File: src/rtl/fifo_wr_arbiter.sv
// Round-robin burst arbiter driving the write port of a shared dcfifo from registers.
// Optional mid-burst idle timeout is enabled by defining FIFO_WR_ARB_TIMEOUT_EN.
module fifo_wr_arbiter #(
  parameter int unsigned NUM_REQ    = 4,
  parameter int unsigned DATA_WIDTH = 12,
  parameter int unsigned BURST_MAX  = 8,
  parameter int unsigned TIMEOUT    = 64
) (
  input  logic                          wrclk,
  input  logic                          aclr_n,
  input  logic [NUM_REQ-1:0]            req_valid,
  input  logic [NUM_REQ-1:0]            req_last,
  input  logic [NUM_REQ*DATA_WIDTH-1:0] req_data,
  output logic [NUM_REQ-1:0]            req_ready,
  output logic [DATA_WIDTH-1:0]         fifo_data,
  output logic                          fifo_wrreq,
  input  logic                          fifo_wrfull,
  input  logic                          fifo_wrpfull,
  output logic [$clog2(NUM_REQ)-1:0]    grant_id,
  output logic                          busy,
  output logic                          timeout_err
);

  localparam int unsigned GW   = $clog2(NUM_REQ);
  localparam int unsigned CntW = (BURST_MAX > 1) ? $clog2(BURST_MAX) : 1;

  if (NUM_REQ < 2 || NUM_REQ > 8 || BURST_MAX < 1 || BURST_MAX > 256 || TIMEOUT < 1)
  begin : g_bad_cfg
    $error("fifo_wr_arbiter: parameter out of range");
  end

  typedef enum logic [1:0] {StIdle, StBurst, StStall} state_e;

  state_e                state_q, state_d;
  logic [GW-1:0]         rr_q, rr_d;
  logic [GW-1:0]         grant_q, grant_d;
  logic [CntW-1:0]       cnt_q, cnt_d;
  logic [DATA_WIDTH-1:0] data_q, data_d;
  logic                  wrreq_q, wrreq_d;
  logic                  terr_q, terr_d;

  logic                  can_accept;
  logic                  sel_valid, sel_last;
  logic [DATA_WIDTH-1:0] sel_data;
  logic                  accept, burst_end, timeout_hit;
  logic [GW-1:0]         pick, grant_next;
  logic                  pick_vld;
  int unsigned           idx;

  assign can_accept = (state_q == StBurst) & ~fifo_wrpfull & ~fifo_wrfull;

  always_comb begin
    req_ready = '0;
    sel_valid = 1'b0;
    sel_last  = 1'b0;
    sel_data  = '0;
    for (int i = 0; i < NUM_REQ; i++) begin
      if (grant_q == GW'(i)) begin
        req_ready[i] = can_accept;
        sel_valid    = req_valid[i];
        sel_last     = req_last[i];
        sel_data     = req_data[i*DATA_WIDTH +: DATA_WIDTH];
      end
    end
  end

  assign accept     = sel_valid & can_accept;
  assign burst_end  = accept & (sel_last | (cnt_q == CntW'(BURST_MAX - 1)));
  assign grant_next = (grant_q == GW'(NUM_REQ - 1)) ? '0 : grant_q + 1'b1;

  // Walk offsets high to low so the nearest valid requester above rr_q wins.
  always_comb begin
    pick     = rr_q;
    pick_vld = 1'b0;
    idx      = 0;
    for (int i = NUM_REQ - 1; i >= 0; i--) begin
      idx = (int'(rr_q) + i) % NUM_REQ;
      if (req_valid[idx]) begin
        pick     = GW'(idx);
        pick_vld = 1'b1;
      end
    end
  end

`ifdef FIFO_WR_ARB_TIMEOUT_EN
  localparam int unsigned IdleW = $clog2(TIMEOUT + 1);

  logic [IdleW-1:0] idle_q, idle_d;

  // Counts consecutive granted-but-silent BURST cycles; STALL freezes it.
  always_comb begin
    idle_d = '0;
    if (state_q == StStall) begin
      idle_d = idle_q;
    end else if (state_q == StBurst && !sel_valid) begin
      idle_d = idle_q + 1'b1;
    end
  end

  assign timeout_hit = (state_q == StBurst) & ~sel_valid & (idle_q == IdleW'(TIMEOUT - 1));

  always_ff @(posedge wrclk or negedge aclr_n) begin
    if (!aclr_n) begin
      idle_q <= '0;
    end else begin
      idle_q <= idle_d;
    end
  end
`else
  assign timeout_hit = 1'b0;
`endif

  always_comb begin
    state_d = state_q;
    rr_d    = rr_q;
    grant_d = grant_q;
    cnt_d   = cnt_q;
    wrreq_d = accept;
    data_d  = accept ? sel_data : data_q;
    terr_d  = 1'b0;
    unique case (state_q)
      StIdle: begin
        if (pick_vld) begin
          grant_d = pick;
          cnt_d   = '0;
          state_d = StBurst;
        end
      end
      StBurst: begin
        if (burst_end) begin
          state_d = StIdle;
          rr_d    = grant_next;
          cnt_d   = '0;
        end else if (accept) begin
          cnt_d = cnt_q + 1'b1;
        end else if (fifo_wrpfull) begin
          state_d = StStall;
        end else if (timeout_hit) begin
          state_d = StIdle;
          rr_d    = grant_next;
          cnt_d   = '0;
          terr_d  = 1'b1;
        end
      end
      StStall: begin
        if (!fifo_wrpfull) state_d = StBurst;
      end
      default: state_d = StIdle;
    endcase
  end

  always_ff @(posedge wrclk or negedge aclr_n) begin
    if (!aclr_n) begin
      state_q <= StIdle;
      rr_q    <= '0;
      grant_q <= '0;
      cnt_q   <= '0;
      data_q  <= '0;
      wrreq_q <= 1'b0;
      terr_q  <= 1'b0;
    end else begin
      state_q <= state_d;
      rr_q    <= rr_d;
      grant_q <= grant_d;
      cnt_q   <= cnt_d;
      data_q  <= data_d;
      wrreq_q <= wrreq_d;
      terr_q  <= terr_d;
    end
  end

  assign fifo_data   = data_q;
  assign fifo_wrreq  = wrreq_q;
  assign grant_id    = grant_q;
  assign busy        = (state_q != StIdle);
  assign timeout_err = terr_q;

endmodule

File: config.mk
export PLATFORM = sky130hd
export DESIGN_NAME = fifo_wr_arbiter
export DESIGN_NICKNAME = d
export VERILOG_FILES = /design/src/rtl/fifo_wr_arbiter.sv
export SDC_FILE = /design/constraint.sdc
export NUM_CORES = 1
export LEC_CHECK = 0
export BUFFER_PORTS_ARGS = -buffer_cell sky130_fd_sc_hd__buf_2
export CAP_MARGIN = 40
export CELL_PAD_IN_SITES_DETAIL_PLACEMENT = 0
export CELL_PAD_IN_SITES_GLOBAL_PLACEMENT = 2
export CORE_MARGIN = 5
export CORE_UTILIZATION = 23
export DETAILED_ROUTE_END_ITERATION = 16
export PLACE_DENSITY = 0.76
export SLEW_MARGIN = 20
export SYNTH_ARGS = -nofsm -noshare
export SYNTH_HDL_FRONTEND = slang
export SYNTH_SLANG_ARGS = --single-unit
File: constraint.sdc
create_clock -name wrclk -period 2.02 [get_ports wrclk]
set_input_delay 0.606 -clock wrclk [delete_from_list [all_inputs] [get_ports wrclk]]
set_output_delay 0.606 -clock wrclk [all_outputs]
set_load 0.01 [all_outputs]
==> results.md <==
* Die Area at roughly 8800 um^2
* DR DRC count at 0
* Switching portion of total power at between 30% and 40%
* Fmax achieved at between 0.5 and 0.6 GHz
* Drt first pass iters at 4
* H-Tree Depth at 1
* Syn_area_per_cell at 8.83 um^2
* Layout cells sized above 1 at roughly 52%
* DP HPWL at around 4.4 mm
* EDFF count, synth at 0
* DP Area at between 2000 and 2500 um^2
* Worst reg2reg setup slack at roughly 0.08 ns
* Sequential element share of the synthesized area at around a third
* Slew @ Worst Pin at 0.533 ns
* Pre-CTS WS at -0.00829 ns
* Flip-flop and latch count after synthesis at 22
* Yosys cell types at 36
* First-pass GRT wire length at 8.45 mm
* P&R area growth vs syn at 53.0%
* ANT nets after route at 0
* 1st-iter DRT viols at 38
* Mapped Area at between 1500 and 2000 um^2
* Multi-input logic area at roughly 1000 um^2
* Final setup violation count at 0
* Yosys warnings at 0
* Fill cell count at around 740
* Vias in the first global route at between 1500 and 2000
* Max FO, Critical Path at 6
* Clock-pin slew on the worst setup and hold paths at ~0.09 ns
* Sequential power share at about 22%
* Die Y at around 94 um
* IO Count at 81
* Tmin final at between 1.5 and 2 ns
* Clock root buffer: clkbuf_8
* Core area at around 7000 um^2
* Switching pwr at 0.00133 W
* Cells after DPL at roughly 370
* RD Place Congestion at roughly 0.76
* Hold_ws at 0.311 ns
* CP required at 1.41 ns
* Slew Limit Fails at 0
* Comb power frac at between 60% and 70%
* Arr. time, crit path at about 1.4 ns
* Via/cell ratio at ~4.5
* Vias at between 1500 and 2000
* Post-Route WL at about 5.6 mm
* Fin area at around 2500 um^2
* Die width at about 94 um
* Insertion delay of the later-clocked pin in the worst-skew pair at approximately 0.27 ns
* Starting Density at a little under a quarter
* Layout Skew at ~0.0044 ns
* Hold buffers post-CTS at 0
* Register Area at ~550 um^2
* Row Count at 30
* Worst Setup End Kind: output port
* Status: finished, final reports clean
* CTS tree: done
* Crit Path Class: reg -> out
* Total track usage at 12.1%
* CTS Buf Count at 3
* Antenna Cells at 0
* Setup TNS at 0 ns
* Final Cycle Share at slightly below 100%
* PD cells at around 1300 nW/um^2
* Nets at 352
* P_int at 0.00202 W
* Non-filler cells, final at ~380
* Clock buffer depth at 2
* Number of port buffers at a little under 80
* Critical Path Source Type: flop
* Post-synthesis cell count at 184
* Net Count, Synth at 250
* Clock power frac at 12.5%
* Largest net degree at the start of global routing at 23
* Initial antenna violation count at 0
* Share of the synthesized area in the top cell type at between 30% and 40%
* Slew headroom at between 60% and 70%
* Setup ws final at between 0.02 and 0.03 ns
* GRT overflow at 0
* Maximum vdd drop at roughly 0.41 mV
* Hold Vio Cnt, Final at 0
* Max Cap Viol at 0
* Synth Flop Type: dfrtp_1
* LEAKAGE at about 1.3 nW
* Synth top area cells: dfrtp_1 34%, a21oi_1 8.3%, a22o_1 6.5%
* Cell taking the most area after synthesis: dfrtp_1
* RSZ-0062 raised after global routing: true
* Asr flop ratio synth at 100%
* WL per Instance at approximately 15 um
* Clock sinks at 22
* Hold crit path type: in -> async
## layout by cell type (no fill, tap or decap), types with 2 or more instances in the layout
cell type  count
ha_4           4
buf_4         24
mux2_2         8
nor2b_1        3
clkbuf_8       3
nand2_1       17
buf_6          7
a22o_1        12
and2_1         2
buf_2         78
mux2_4         6
a21o_1         2
o21ai_0       15
inv_2          2
inv_1         16
nand3b_1       2
nor2_1         3
dfrtp_1       21
ha_1           2
o22ai_1        3
a21oi_1       27
and2_4         2
nand2b_1       2
o211ai_1       3
## state kept, by name, indices dropped and copies added, names as in the netlist
name,flops
fifo_data,12
cnt_q,3
fifo_wrreq,1
rr_q,2
grant_id,2
state_q,2
## timing repair
action | 4_1_cts | 5_1_grt
gates resized for setup | 7 | 20
cloned | 0 | 1
setup buffers | 2 | 6
endpoints found under the setup margin | 7 | 18
endpoints found under the hold margin | 0 | 0
pin swaps | 1 | 3
## cells in the mapped netlist (2+ instances only)
master / number
a21o_1: 2
o21a_1: 2
a21oi_1: 27
mux2_4: 6
inv_1: 18
o22ai_1: 3
buf_4: 3
o221ai_1: 2
clkbuf_1: 5
nor2b_1: 3
nand3b_1: 2
and2_1: 5
dfrtp_1: 22
o211ai_1: 3
o21ai_0: 15
a22o_1: 12
mux2_2: 8
nand2_1: 17
buf_2: 3
ha_1: 6
nand2b_1: 3
nor2_1: 3
## routing by layer
layer	track usage, %	wire, um	vias to the layer above	share of wire, %
li1	-	-	850	-
met1	14.4	2310	814	41
met2	22.1	3000	42	54
met3	1.68	226	4	4.0
met4	4.21	68	0	1.2
met5	0	0	-	0
## critical path, stage by stage (launching register included)
cell	delay, ns
dfrtp_2	0.46
ha_4	0.19
buf_6	0.12
buf_8	0.12
and2_4	0.13
buf_6	0.11
## path summary, 6_finish.rpt
path	start	end	depth (start not counted)
worst max register to register	grant_id[1]	fifo_data[0]	7
worst min-delay path	aclr_n	fifo_data[1]	1
worst min register to register	fifo_data[5]	fifo_data[5]	1
worst max-delay path	grant_id[0]	req_ready[1]	5
min in group wrclk	fifo_data[5]	fifo_data[5]	1
max in group asynchronous	aclr_n	grant_id[0]	1
## power groups by stage
stage / logic (W) / registers [W] / clock network (W)
after detailed placement: 0.00192 / 0.000741 / 0
after global routing: 0.00241 / 0.000773 / 0.000443
after floorplan: 0.00117 / 0.000788 / 0
after global placement: 0.00190 / 0.000740 / 0
after CTS: 0.00200 / 0.000729 / 0.000428
final: 0.00218 / 0.000746 / 0.000420
## cells by family (layout without fill, tap and decap cells)
group / Yosys count / in the layout / share of synthesized area [%]
and+or+nand+nor: 36 / 36 / 11.1
muxes: 14 / 14 / 11.1
adders and majority gates: 6 / 6 / 4.62
buffers and inverters: 32 / 133 / 9.01
AOI/OAI and AO/OA: 73 / 73 / 30.1
other: 1 / 1 / 0.231
DFF: 22 / 22 / 33.9
## through the flow
stage | utilization, % | total power, W
floorplan | - | 0.00196
global placement | 32.7 | 0.00264
detailed placement | 32.7 | 0.00266
CTS | 34.3 | 0.00316
global route | 36.4 | 0.00362
finish | 36.4 | 0.00335
## area by class of cell
type | count | share of cell area, %
flip-flops and latches | 22 | 22.2
inverters | 19 | 2.97
clock buffers | 3 | 1.66
repair buffers | 110 | 26.7
well taps | 96 | 4.83
clock inverters | 1 | 1.21
multi-input cells | 130 | 40.4
No activity file was read; power rests on OpenSTA's default activity.
